<file path="src/rtl/div_pkg.sv">
// Shared DIV definitions: uop codes, issue-sequencer states and the default divider latency.
package div_pkg;

   localparam logic [5:0] UOP_DIV  = 6'b000100;
   localparam logic [5:0] UOP_DIVU = 6'b000101;
   localparam logic [5:0] UOP_REM  = 6'b000110;
   localparam logic [5:0] UOP_REMU = 6'b000111;

   localparam int DIV_LAT_DEF = 35;

   typedef enum logic [1:0] {
      ST_IDLE   = 2'b00,
      ST_LAUNCH = 2'b01,
      ST_WAIT   = 2'b10,
      ST_DONE   = 2'b11
   } div_state_e;

   function automatic logic is_div_uop(input logic [5:0] u);
      return (u == UOP_DIV) || (u == UOP_DIVU) || (u == UOP_REM) || (u == UOP_REMU);
   endfunction

endpackage

</file>
<file path="src/rtl/div_fastpath.sv">
// Combinational special-case resolver for divide-by-zero and signed overflow; zero latency,
// no handshake. Only instantiated when DIV_ISSUE_FASTPATH_EN is defined.
module div_fastpath
   import div_pkg::*;
#(
   parameter int W_PD_UOPS = 6,
   parameter int W_PD_DATA = 32
) (
   input  logic [W_PD_UOPS-1:0] uops,
   input  logic [W_PD_DATA-1:0] rs,
   input  logic [W_PD_DATA-1:0] rt,
   output logic                 hit,
   output logic [W_PD_DATA-1:0] res,
   output logic                 ofw
);

   logic [5:0]           uop6;
   logic                 is_rem;
   logic                 is_signed;
   logic [W_PD_DATA-1:0] int_min;

   assign uop6      = 6'(uops);
   assign is_rem    = (uop6 == UOP_REM) || (uop6 == UOP_REMU);
   assign is_signed = (uop6 == UOP_DIV) || (uop6 == UOP_REM);
   assign int_min   = {1'b1, {(W_PD_DATA-1){1'b0}}};

   always_comb begin
      hit = 1'b0;
      res = '0;
      ofw = 1'b0;
      if (is_div_uop(uop6)) begin
         if (rt == '0) begin
            hit = 1'b1;
            res = is_rem ? rs : '1;
         end else if (is_signed && (rs == int_min) && (rt == '1)) begin
            hit = 1'b1;
            ofw = 1'b1;
            res = is_rem ? '0 : int_min;
         end
      end
   end

endmodule

</file>
<file path="src/rtl/div_issue_ctrl.sv">
// DIV issue sequencer: accept -> 1-cycle launch -> DIV_LAT wait -> hold result until writeback ready.
// Busy (ready=0) from accept until result handshake; optional DIV_ISSUE_FASTPATH_EN resolves special cases in IDLE.
module div_issue_ctrl
   import div_pkg::*;
#(
   parameter int W_PD_UOPS = 6,
   parameter int W_PD_DATA = 32,
   parameter int W_PD_TAG  = 5,
   parameter int DIV_LAT   = DIV_LAT_DEF
) (
   input  logic                 clk,
   input  logic                 CFI_PC_clear,
   input  logic                 CFI_PC_valid,
   output logic                 CFO_PC_ready,
   input  logic [W_PD_UOPS-1:0] DFI_PD_uops,
   input  logic [W_PD_DATA-1:0] DFI_PD_rs,
   input  logic [W_PD_DATA-1:0] DFI_PD_rt,
   input  logic [W_PD_TAG-1:0]  DFI_PD_tag,
   output logic                 CFO_PC_divEna,
   output logic                 CFO_PC_divClear,
   output logic [W_PD_UOPS-1:0] DFO_PD_divUops,
   output logic [W_PD_DATA-1:0] DFO_PD_divRs,
   output logic [W_PD_DATA-1:0] DFO_PD_divRt,
   input  logic [W_PD_DATA-1:0] DFI_PD_divRs,
   input  logic                 DFI_PD_divOfw,
   output logic                 CFO_PC_resValid,
   input  logic                 CFI_PC_resReady,
   output logic [W_PD_DATA-1:0] DFO_PD_res,
   output logic                 DFO_PD_resOfw,
   output logic [W_PD_TAG-1:0]  DFO_PD_resTag
);

   localparam int W_CNT = $clog2(DIV_LAT + 1);

   div_state_e           state_q, state_d;
   logic [W_CNT-1:0]     cnt_q, cnt_d;
   logic [W_PD_UOPS-1:0] uops_q, uops_d;
   logic [W_PD_DATA-1:0] rs_q, rs_d;
   logic [W_PD_DATA-1:0] rt_q, rt_d;
   logic [W_PD_TAG-1:0]  tag_q, tag_d;
   logic [W_PD_DATA-1:0] res_q, res_d;
   logic                 ofw_q, ofw_d;

   logic                 fp_hit;
   logic [W_PD_DATA-1:0] fp_res;
   logic                 fp_ofw;

`ifdef DIV_ISSUE_FASTPATH_EN
   div_fastpath #(
      .W_PD_UOPS (W_PD_UOPS),
      .W_PD_DATA (W_PD_DATA)
   ) u_fastpath (
      .uops (DFI_PD_uops),
      .rs   (DFI_PD_rs),
      .rt   (DFI_PD_rt),
      .hit  (fp_hit),
      .res  (fp_res),
      .ofw  (fp_ofw)
   );
`else
   assign fp_hit = 1'b0;
   assign fp_res = '0;
   assign fp_ofw = 1'b0;
`endif

   always_comb begin
      state_d         = state_q;
      cnt_d           = cnt_q;
      uops_d          = uops_q;
      rs_d            = rs_q;
      rt_d            = rt_q;
      tag_d           = tag_q;
      res_d           = res_q;
      ofw_d           = ofw_q;
      CFO_PC_ready    = 1'b0;
      CFO_PC_divEna   = 1'b0;
      CFO_PC_resValid = 1'b0;
      case (state_q)
         ST_IDLE: begin
            CFO_PC_ready = 1'b1;
            if (CFI_PC_valid) begin
               uops_d = DFI_PD_uops;
               rs_d   = DFI_PD_rs;
               rt_d   = DFI_PD_rt;
               tag_d  = DFI_PD_tag;
               if (!is_div_uop(6'(DFI_PD_uops))) begin
                  res_d   = '0;
                  ofw_d   = 1'b0;
                  state_d = ST_DONE;
               end else if (fp_hit) begin
                  res_d   = fp_res;
                  ofw_d   = fp_ofw;
                  state_d = ST_DONE;
               end else begin
                  state_d = ST_LAUNCH;
               end
            end
         end
         ST_LAUNCH: begin
            CFO_PC_divEna = 1'b1;
            cnt_d         = W_CNT'(1);
            state_d       = ST_WAIT;
         end
         ST_WAIT: begin
            // Count saturates at DIV_LAT: the capture cycle is the last one spent here.
            if (cnt_q == W_CNT'(DIV_LAT)) begin
               res_d   = DFI_PD_divRs;
               ofw_d   = DFI_PD_divOfw;
               state_d = ST_DONE;
            end else begin
               cnt_d = cnt_q + W_CNT'(1);
            end
         end
         ST_DONE: begin
            CFO_PC_resValid = 1'b1;
            if (CFI_PC_resReady) begin
               state_d = ST_IDLE;
            end
         end
         default: state_d = ST_IDLE;
      endcase
   end

   always_ff @(posedge clk) begin
      if (CFI_PC_clear) begin
         state_q <= ST_IDLE;
         cnt_q   <= '0;
         uops_q  <= '0;
         rs_q    <= '0;
         rt_q    <= '0;
         tag_q   <= '0;
         res_q   <= '0;
         ofw_q   <= 1'b0;
      end else begin
         state_q <= state_d;
         cnt_q   <= cnt_d;
         uops_q  <= uops_d;
         rs_q    <= rs_d;
         rt_q    <= rt_d;
         tag_q   <= tag_d;
         res_q   <= res_d;
         ofw_q   <= ofw_d;
      end
   end

   assign CFO_PC_divClear = CFI_PC_clear;
   assign DFO_PD_divUops  = uops_q;
   assign DFO_PD_divRs    = rs_q;
   assign DFO_PD_divRt    = rt_q;
   assign DFO_PD_res      = res_q;
   assign DFO_PD_resOfw   = ofw_q;
   assign DFO_PD_resTag   = tag_q;

endmodule
</file>
<file path="config.mk">
export PLATFORM = sky130hd
export DESIGN_NAME = div_issue_ctrl
export DESIGN_NICKNAME = d
export VERILOG_FILES = /design/src/rtl/div_pkg.sv /design/src/rtl/div_fastpath.sv /design/src/rtl/div_issue_ctrl.sv
export SDC_FILE = /design/constraint.sdc
export NUM_CORES = 1
export LEC_CHECK = 0
export CAP_MARGIN = 30
export CORE_MARGIN = 5
export CORE_UTILIZATION = 35
export CTS_CLUSTER_SIZE = 16
export DETAILED_ROUTE_END_ITERATION = 16
export PLACE_DENSITY = 0.79
export SYNTH_ARGS = -nofsm -noshare
export SYNTH_HDL_FRONTEND = slang
export SYNTH_HIERARCHICAL = 1
export SYNTH_SLANG_ARGS = --single-unit
</file>
<file path="constraint.sdc">
create_clock -name clk -period 1.7 [get_ports clk]
set_input_delay 0.17 -clock clk [delete_from_list [all_inputs] [get_ports clk]]
set_output_delay 0.17 -clock clk [all_outputs]
set_load 0.05 [all_outputs]
</file>
# Word-level counts from Yosys, hierarchy flattened
# Cells that the tools add are included.
[classes] addsub=1 n_eq_ne=13 mux=18 n_reduce_logical=10
[op_table] op="32-bit 2-to-1 mux" n=3
[op_table] op="32-bit one-hot mux with 2 select lines" n=1
[op_table] op="6-bit by 3-bit == test with 1-bit output, second input constant" n=4
[op_table] op="6-bit one-hot mux with 2 select lines" n=1
[op_table] op="2-bit != test, second input constant" n=5
[op_table] op="2-bit 2-to-1 mux" n=4
[op_table] op="2-bit one-hot mux with 4 select lines" n=1
[op_table] op="6-bit by 1-bit adder with 6-bit output, second input constant" n=1
[op_table] op="6-bit == test, second input constant" n=1
[op_table] op="1-bit 2-to-1 mux" n=6
[op_table] op="6-bit 2-to-1 mux" n=1
[op_table] op="2-bit == test, second input constant" n=2
[op_table] op="2-bit AND reduction" n=2
[op_table] op="4-bit AND reduction" n=1
[op_table] op="2-bit nonzero test" n=2
[op_table] op="1-bit logical OR" n=3
[op_table] op="3-bit AND reduction" n=1
[op_table] op="2-bit by 1-bit == test with 1-bit output, second input constant" n=1
[op_table] op="2-bit zero test" n=1
[op_table] op="1-bit one-hot mux with 2 select lines" n=1
[totals] inputBits=112 elab_cells=50 ff_bits=116 output_inout_bits=112

# Longest topological paths before layout
# Gate-level depths: netlist of run 1.
[depth] word_depth=7 depth_mapped=8 ltp_nobuf=6

# Least setup slack after synthesis of run 1
# OpenSTA, ideal clock, no wires.
[synth_path] path_type="reg2reg" startpoint="register state_q[0]" endpoint="register res_q[10], in the netlist DFO_PD_res[10]" setup_slack_ns=-0.227 n_path_buf=1 period_less_slack_ns=1.927 arrival_time_ns=1.810 path_stages_with_launch=8 required_time_ns=1.583 setup_ns=0.117 path_cell_list="dfxtp_1 -> inv_1 -> ha_1 -> nand2_1 -> o22ai_2 -> a21oi_4 -> buf_6 -> a22o_1"
[synth_between] elab_chain_cells=3 word_cells_on_any_way=8 cone_classes="4 x eq/ne; 1 x mux; 3 x reduce/logical"
[synth_rtl] item="from (decl)" line="div_issue_ctrl.sv:35" text="div_state_e state_q, state_d;"
[synth_rtl] item="from (signal assigned)" line="div_issue_ctrl.sv:135" text="state_q <= state_d;"
[synth_rtl] item="2-bit == test / 2-bit zero test (equally long branches)" line="div_issue_ctrl.sv:78" text="case (state_q)"
[synth_rtl] item="2-bit != test (no source line) / 2-bit nonzero test (equally long branches)"
[synth_rtl] item="4-bit AND reduction (no source line)"
[synth_rtl] item="to (signal assigned)" line="div_issue_ctrl.sv:141" text="res_q <= res_d;"
[synth_rtl] item="to (decl)" line="div_issue_ctrl.sv:41" text="logic [W_PD_DATA-1:0] res_q, res_d;"
# Several ways; a longest one is shown, not always the timed one.
# A chain may end at the register's enable or synchronous reset.

# Worst setup path after layout of run 1
[layout_path] startpoint="register state_q[0]" endpoint="register res_q[24], in the netlist DFO_PD_res[24]"
# Same word-level chain as after synthesis.

==> flow_metrics.py, run 1 <==
metrics = {
    "yosys": {
        "synth_compound_area_share_pct": 19.1,
        "mappedNetlistArea_mm2": 0.00412,
        "synth.mux.area_fraction_pct": 0,
        "syn_area_per_cell_um2": 8.98,
        "seq_area_frac_synth_pct": 56.3,
        "yosysUniqueCellTypes": 31,
        "synthCells": 459,
        "syn_nets": 577,
        "ys_seq_elements": 116,
        "synth_top_family_by_area": "compound AO/OA/AOI/OAI gates",
        "synth-simple-area-share_pct": 17.1,
        "yosys_warnings": 6,
        "synth_xor_area_share_pct": 0.638,
        "synthAdderAreaFrac_pct": 1.82,
    },
    "route": {
        "firstDrtPassIters": 4,
        "drc": 0,
        "viasPerCell": 4.80,
        "vias": 3999,
        "wirelength_mm": 12.8,
        "final_antenna_net_count": 0,
        "dr.first_iter.drc_count": 301,
        "wire_per_inst_um": 15.4,
    },
    "setup_path": {
        "arrival_ns": 1.90,
        "cp-end-kind": "flip-flop",
        "reg2regPathDepth": 7,
        "cp.required_ns": 1.99,
        "r2r-start": "state_q[0]",
        "crit_fanout": 33,
        "slowest_delay_ns": 0.32,
        "cpMostUsedCell": "inv_1",
        "r2r_slack_ns": 0.09,
        "cp-start-kind": "flip-flop",
        "r2r_end": "DFO_PD_res[24]",
        "path_cells": "inv_1, ha_2, inv_1, o22ai_2, a21oi_4, buf_12, a22o_1",
        "critPathKind": "reg2reg",
        "slowest_stage": "dfxtp_1",
    },
    "die": {
        "die_w_um": 119,
        "ios": 224,
        "fp.coreArea_mm2": 0.0115,
        "dieArea_mm2": 0.0140,
        "die_h_um": 119,
        "rows": 39,
        "start_util_pct": 35.9,
    },
    "cells_and_area": {
        "nets": 795,
        "design_area_mm2": 0.00696,
        "fin_cells": 833,
        "drive_gt1_share_pct": 10.9,
        "diodes": 0,
        "area_delta_synth_final_pct": 68.9,
    },
    "clocking": {
        "cts_tree": "yes",
        "worstSkewPairLatency_ns": 0.40,
        "postCtsSetupBuffers": 0,
        "cts-buffers-inserted": 17,
        "cts_sinks": 116,
        "htree_num_levels": 4,
        "root_buffer": "clkbuf_16",
        "cts_max_path_buffers": 2,
        "clk_pin_slew_ns": 0.05,
    },
    "pwr": {
        "seqPwrFrac_pct": 31.3,
        "internal_power_uw": 6600,
        "pwr-share-comb_pct": 34.1,
        "max-vdd-ir-drop_mv": 0.844,
        "powerDensity_mw_per_mm2": 1490,
        "switchingPower_uw": 3790,
        "switching_share_pct": 36.5,
        "p_clk_share_pct": 34.6,
        "leakagePower_uw": 0.00311,
    },
    "sta": {
        "fin_crit_sh_pct": 94.8,
        "worst_slew_pin_slew_ns": 0.533,
        "setup_viol": 0,
        "period_minus_slack_ns": 1.61,
        "finClkSkew_ns": 0.00547,
        "clock.fmax_mhz": 621,
        "slew_viol_final": 0,
        "slew_headroom_pct": 64.6,
        "whs_ns": 0.0797,
        "finalHoldViolCount": 0,
        "rsz0062_at_grt": "false",
        "fin_setup_tns_ns": 0,
    },
    "global_routing": {
        "track_usage_pct": 17.8,
        "grt_pass1_wl_mm": 20.2,
        "grt_pass1_vias": 3971,
        "overflow": 0,
        "grt_max_degree": 76,
        "antenna_found_initial": 0,
    },
    "outcome": {
        "outcome": "complete, no violations",
    },
    "place": {
        "hpwl_mm": 9.35,
        "dp.cells": 801,
        "gp_congestion": 0.811,
        "port_buffers": 223,
        "place_area_mm2": 0.00646,
    },
    "hold_path": {
        "hold_class": "in2reg",
        "holdPathEnd": "cnt_q[0]",
        "worstHoldStart": "CFI_PC_clear",
        "whs_path_depth": 2,
    },
    "run": {
        "maxCapViolCount": 0,
    },
}
==> placed cells by master (no fill, tap or decap), drive strengths merged, types with 5 or more instances in the layout <==
| cell type | count |
|---|---|
| a22o | 33 |
| clkinvlp | 5 |
| nand2 | 154 |
| ha | 6 |
| a21oi | 79 |
| clkdlybuf4s50 | 110 |
| nor2 | 8 |
| clkbuf | 19 |
| dfxtp | 116 |
| inv | 8 |
| buf | 33 |
| dlygate4sd2 | 89 |
==> worst max path at each step <==
stage | slack, ns | from | to
2_1_floorplan | 0.11 | state_q[0] | DFO_PD_divRs[0]
4_1_cts | 0.08 | state_q[0] | DFO_PD_res[24]
3_3_place_gp | -0.11 | DFI_PD_uops[5] | DFO_PD_res[7]
5_1_grt | 0.02 | state_q[1] | state_q[0]
6_report | 0.09 | state_q[0] | DFO_PD_res[24]
3_5_place_dp | -0.13 | DFI_PD_uops[5] | DFO_PD_res[24]
==> final cells by class <==
type	instances	area, µm²
Inverter	7	26.3
Clock inverter	13	156
Clock buffer	19	453
Tap cell	143	179
Fill cell	994	4510
Multi-Input combinational cell	303	1610
Timing Repair Buffer	232	2210
Sequential cell	116	2320
==> per-layer routing <==
layer	GRT usage, %	part of all wire [%]
met5	0	0
met4	7.16	2.5
met3	7.78	9.5
met2	29.5	47
met1	20.2	41
==> repair_timing <==
| item | 4_1_cts | 5_1_grt |
|---|---|---|
| hold buffers | 0 | 0 |
| setup endpoints to repair | 89 | 1 |
| resized for setup | 89 | 1 |
==> kinds of logic (layout without fill, tap and decap cells) <==
kind of cell,Yosys count,count (layout)
buffers and inverters,40,271
flip-flops,116,116
XOR/XNOR,3,3
adder cells (fa/ha/maj),6,6
AO/OA/AOI/OAI,122,122
AND/OR/NAND/NOR,172,172
==> cell usage after synthesis <==
master | instances | area (µm²)
xor2_1 | 3 | 26.3
a211oi_1 | 1 | 7.51
a22oi_1 | 1 | 7.51
nor3b_1 | 1 | 7.51
nand4_1 | 2 | 12.5
buf_4 | 1 | 7.51
inv_2 | 1 | 3.75
and2_1 | 1 | 6.26
ha_1 | 6 | 75.1
a211o_1 | 1 | 8.76
buf_1 | 5 | 18.8
nor2_1 | 8 | 30.0
nor4b_4 | 2 | 47.6
dfxtp_1 | 116 | 2320
o21ai_1 | 1 | 5.00
nand2_1 | 154 | 578
a22o_1 | 33 | 289
o22ai_2 | 1 | 12.5
and3_1 | 2 | 12.5
buf_6 | 6 | 67.6
a311oi_1 | 2 | 17.5
buf_2 | 7 | 35.0
a21o_1 | 1 | 7.51
a21o_4 | 1 | 15.0
nand3_1 | 1 | 5.00
clkbuf_1 | 14 | 52.6
nor3_1 | 1 | 5.00
a21oi_1 | 78 | 390
a21oi_4 | 1 | 16.3
inv_1 | 6 | 22.5
a31o_1 | 1 | 8.76
==> state kept, by name (all words and copies together) (netlist names) <==
register        count
DFO_PD_divUops      6
state_q             2
DFO_PD_resOfw       1
DFO_PD_divRs       32
DFO_PD_res         32
cnt_q               6
DFO_PD_divRt       32
DFO_PD_resTag       5
==> power groups by stage <==
| stage | Sequential [µW] | Combinational (µW) | Clock [µW] |
|---|---|---|---|
| finish | 3260 | 3540 | 3600 |
| global route | 3300 | 3790 | 3820 |
| CTS | 3260 | 3570 | 3700 |
| detailed placement | 3320 | 3730 | 0 |
| global placement | 3300 | 3650 | 0 |
| floorplan | 4370 | 1320 | 0 |
==> critical path: cells and delay by family (launching register included) <==
kind	cells	cell delay [ns]
AOI/OAI and AO/OA	3	0.55
adders and majority gates	1	0.22
buffers and inverters	3	0.40
DFF	1	0.32
==> metrics by stage <==
step / setup WS (ns) / power [µW] / utilization (%)
after CTS: 0.0767 / 10500 / 60.7
after floorplan: 0.108 / 5690 / -
after global routing: 0.0151 / 10900 / 60.7
after detailed placement: -0.126 / 7040 / 56.3
after global placement: -0.107 / 6950 / 56.3
final: 0.0888 / 10400 / 60.7
(Power assumes the default switching activity.)
==> run 2: changes to the inputs <==
--- a/config.mk
+++ b/config.mk
@@ -10,6 +10,7 @@
 export CORE_UTILIZATION = 35
 export CTS_CLUSTER_SIZE = 16
 export DETAILED_ROUTE_END_ITERATION = 16
+export GPL_TIMING_DRIVEN = 1
 export PLACE_DENSITY = 0.79
 export SYNTH_ARGS = -nofsm -noshare
 export SYNTH_HDL_FRONTEND = slang
==> results of run 2 <==
The final DEF is identical to that of run 1; final timing and power are the same.
==> run 3: changes to the inputs <==
--- a/config.mk
+++ b/config.mk
@@ -6,7 +6,8 @@
 export NUM_CORES = 1
 export LEC_CHECK = 0
 export CAP_MARGIN = 30
-export CORE_MARGIN = 5
+export CORE_ASPECT_RATIO = 1.4
+export CORE_MARGIN = 1
 export CORE_UTILIZATION = 35
 export CTS_CLUSTER_SIZE = 16
 export DETAILED_ROUTE_END_ITERATION = 16
==> run 3 against run 2 <==
  * First-iteration DRC count decreased by 61%
  * Power up 2.1%
  * Highest routed layer unchanged
  * Worst hold slack improved by 0.18 ns
  * Final cell count decreased by 0.12%
  * Design area increased by 0.75%
  * Die area down 13%
  * Sequential power is essentially flat
  * Sequential share of layout area shrank 0.25 points
  * Global-route usage up 1.3 points
  * Critical path type unchanged
==> flow_metrics.py, run 3 (synthesis gave the netlist of run 1 again) <==
metrics = {
    "die": {
        "die_h_um": 130,
        "dieArea_mm2": 0.0122,
        "fp.coreArea_mm2": 0.0114,
        "ios": 224,
        "start_util_pct": 36.2,
        "die_w_um": 93.7,
        "rows": 46,
    },
    "route": {
        "wirelength_mm": 11.8,
        "viasPerCell": 4.77,
        "drc": 0,
        "dr.first_iter.drc_count": 117,
        "wire_per_inst_um": 14.2,
        "vias": 3967,
        "firstDrtPassIters": 6,
        "final_antenna_net_count": 0,
    },
    "setup_path": {
        "r2r_slack_ns": 0.05,
        "path_buf_inv": 3,
        "reg2regPathDepth": 7,
        "cp-end-kind": "flip-flop",
        "critPathKind": "reg2reg",
        "cp_top_family": "compound AO/OA/AOI/OAI gates",
        "cp-start-kind": "flip-flop",
        "r2r-start": "state_q[0]",
        "slowest_delay_ns": 0.31,
        "cpMostUsedCell": "inv_1",
        "critPathLaunch": "state_q[0]",
        "path_cells": "inv_1, ha_4, inv_1, o22ai_2, a21oi_4, buf_12, a22o_1",
        "crit_fanout": 33,
        "arrival_ns": 1.92,
        "cp.required_ns": 1.98,
        "r2r_end": "DFO_PD_res[30]",
        "slowest_stage": "dfxtp_1",
    },
    "sta": {
        "rsz0062_at_grt": "false",
        "finClkSkew_ns": 0.00649,
        "setup_viol": 0,
        "slew_viol_final": 0,
        "worst_slew_pin_slew_ns": 0.541,
        "slew_headroom_pct": 64.1,
        "fin_crit_sh_pct": 96.9,
        "finalHoldViolCount": 0,
        "period_minus_slack_ns": 1.65,
        "whs_ns": 0.258,
        "clock.fmax_mhz": 607,
    },
    "pwr": {
        "powerDensity_mw_per_mm2": 1510,
        "leakagePower_uw": 0.00316,
        "report.power.total_uw": 10600,
        "max-vdd-ir-drop_mv": 0.973,
    },
    "hold_path": {
        "whs_path_depth": 3,
        "hold_class": "in2reg",
        "holdPathEnd": "cnt_q[2]",
        "worstHoldStart": "CFI_PC_clear",
    },
    "cells_and_area": {
        "layout_commonest_cell": "nand2_1",
        "diodes": 0,
        "most-common-layout-cells": "nand2_1, dfxtp_1, clkdlybuf4s50_1, dlygate4sd2_1, a21oi_1",
        "nets": 793,
        "drive_gt1_share_pct": 9.01,
        "area_delta_synth_final_pct": 70.2,
    },
    "clocking": {
        "cts_max_path_buffers": 2,
        "cts_tree": "yes",
        "cts_sinks": 116,
        "worstSkewPairLatency_ns": 0.39,
        "cts-buffers-inserted": 17,
        "root_buffer": "clkbuf_16",
        "hold_buffers": 0,
        "htree_num_levels": 4,
        "clk_pin_slew_ns": 0.05,
    },
    "run": {
        "maxCapViolCount": 0,
    },
    "global_routing": {
        "overflow": 0,
        "track_usage_pct": 19.1,
        "grt_pass1_wl_mm": 18.3,
        "grt_max_degree": 76,
        "antenna_found_initial": 0,
        "grt_pass1_vias": 3887,
    },
    "place": {
        "port_buffers": 223,
        "hpwl_mm": 8.39,
        "gp_congestion": 0.747,
    },
    "outcome": {
        "outcome": "complete, no violations",
    },
}
-- run 3: changes by cell type in the layout (fill, tap and decap cells not counted), sizes merged --
cell	before	now
clkinvlp	5	2
clkbuf	19	21
dlygate4sd2	89	100
bufinv	3	4
buf	33	20
-- run 3: power breakdown --
part	internal, µW	total, µW	leakage (µW)	switching [µW]
sequential	3070	3260	0.000945	185
combinational	1150	3520	0.00190	2370
clock	2610	3830	0.000316	1220
-- run 3: through the flow --
stage	area [µm²]	setup TNS, ns	cells	worst slack, ns	utilization, %
after floorplan	4140	0	459	0.108	-
after global placement	6470	-3.92	800	-0.120	56.8
after detailed placement	6470	-4.26	800	-0.149	56.8
after CTS	7000	0	832	0.0127	61.5
after global routing	7010	0	832	0.00239	61.5
final	7010	0	832	0.0528	61.5
-- run 3: worst max-delay path by stage --
| stage | cells past startpoint | to | slack (ns) |
|---|---|---|---|
| 6_report | 7 | DFO_PD_res[30] | 0.05 |
| 5_1_grt | 7 | DFO_PD_res[30] | 0.002 |
| 4_1_cts | 7 | DFO_PD_res[30] | 0.01 |
| 3_5_place_dp | 6 | DFO_PD_res[30] | -0.15 |
| 3_3_place_gp | 6 | DFO_PD_res[20] | -0.12 |
| 2_1_floorplan | 7 | DFO_PD_divRs[0] | 0.11 |
-- run 3: final cells by class --
cell class              instances  area (µm²)
multi-input cells             303        1620
clock buffers                  21         480
repair buffers                230        2210
well taps                     144         180
inverters                       7        26.3
fillers                       989        4380
flip-flops and latches        116        2320
clock inverters                11         171
-- run 3: worst reg2reg max path: cells and delay by family (launching register included) --
kind / cells / cell delay, ns
adders and majority gates: 1 / 0.19
AOI/OAI and AO/OA: 3 / 0.58
DFF: 1 / 0.31
buffers and inverters: 3 / 0.44
-- run 3: repair_timing --
action,in CTS,in global routing
pin swaps,0,0
resized for setup,101,1
endpoints found under the setup margin,133,33
setup buffers,0,0
cloned,0,0
-- run 3: metal layers --
metal / vias to the layer above / wire (µm) / global-route usage (%)
met5: - / 0 / 0
met4: 0 / 363 / 8.78
met3: 25 / 700 / 5.67
met2: 156 / 6140 / 33.8
met1: 1817 / 4600 / 21.0
li1: 1969 / - / -
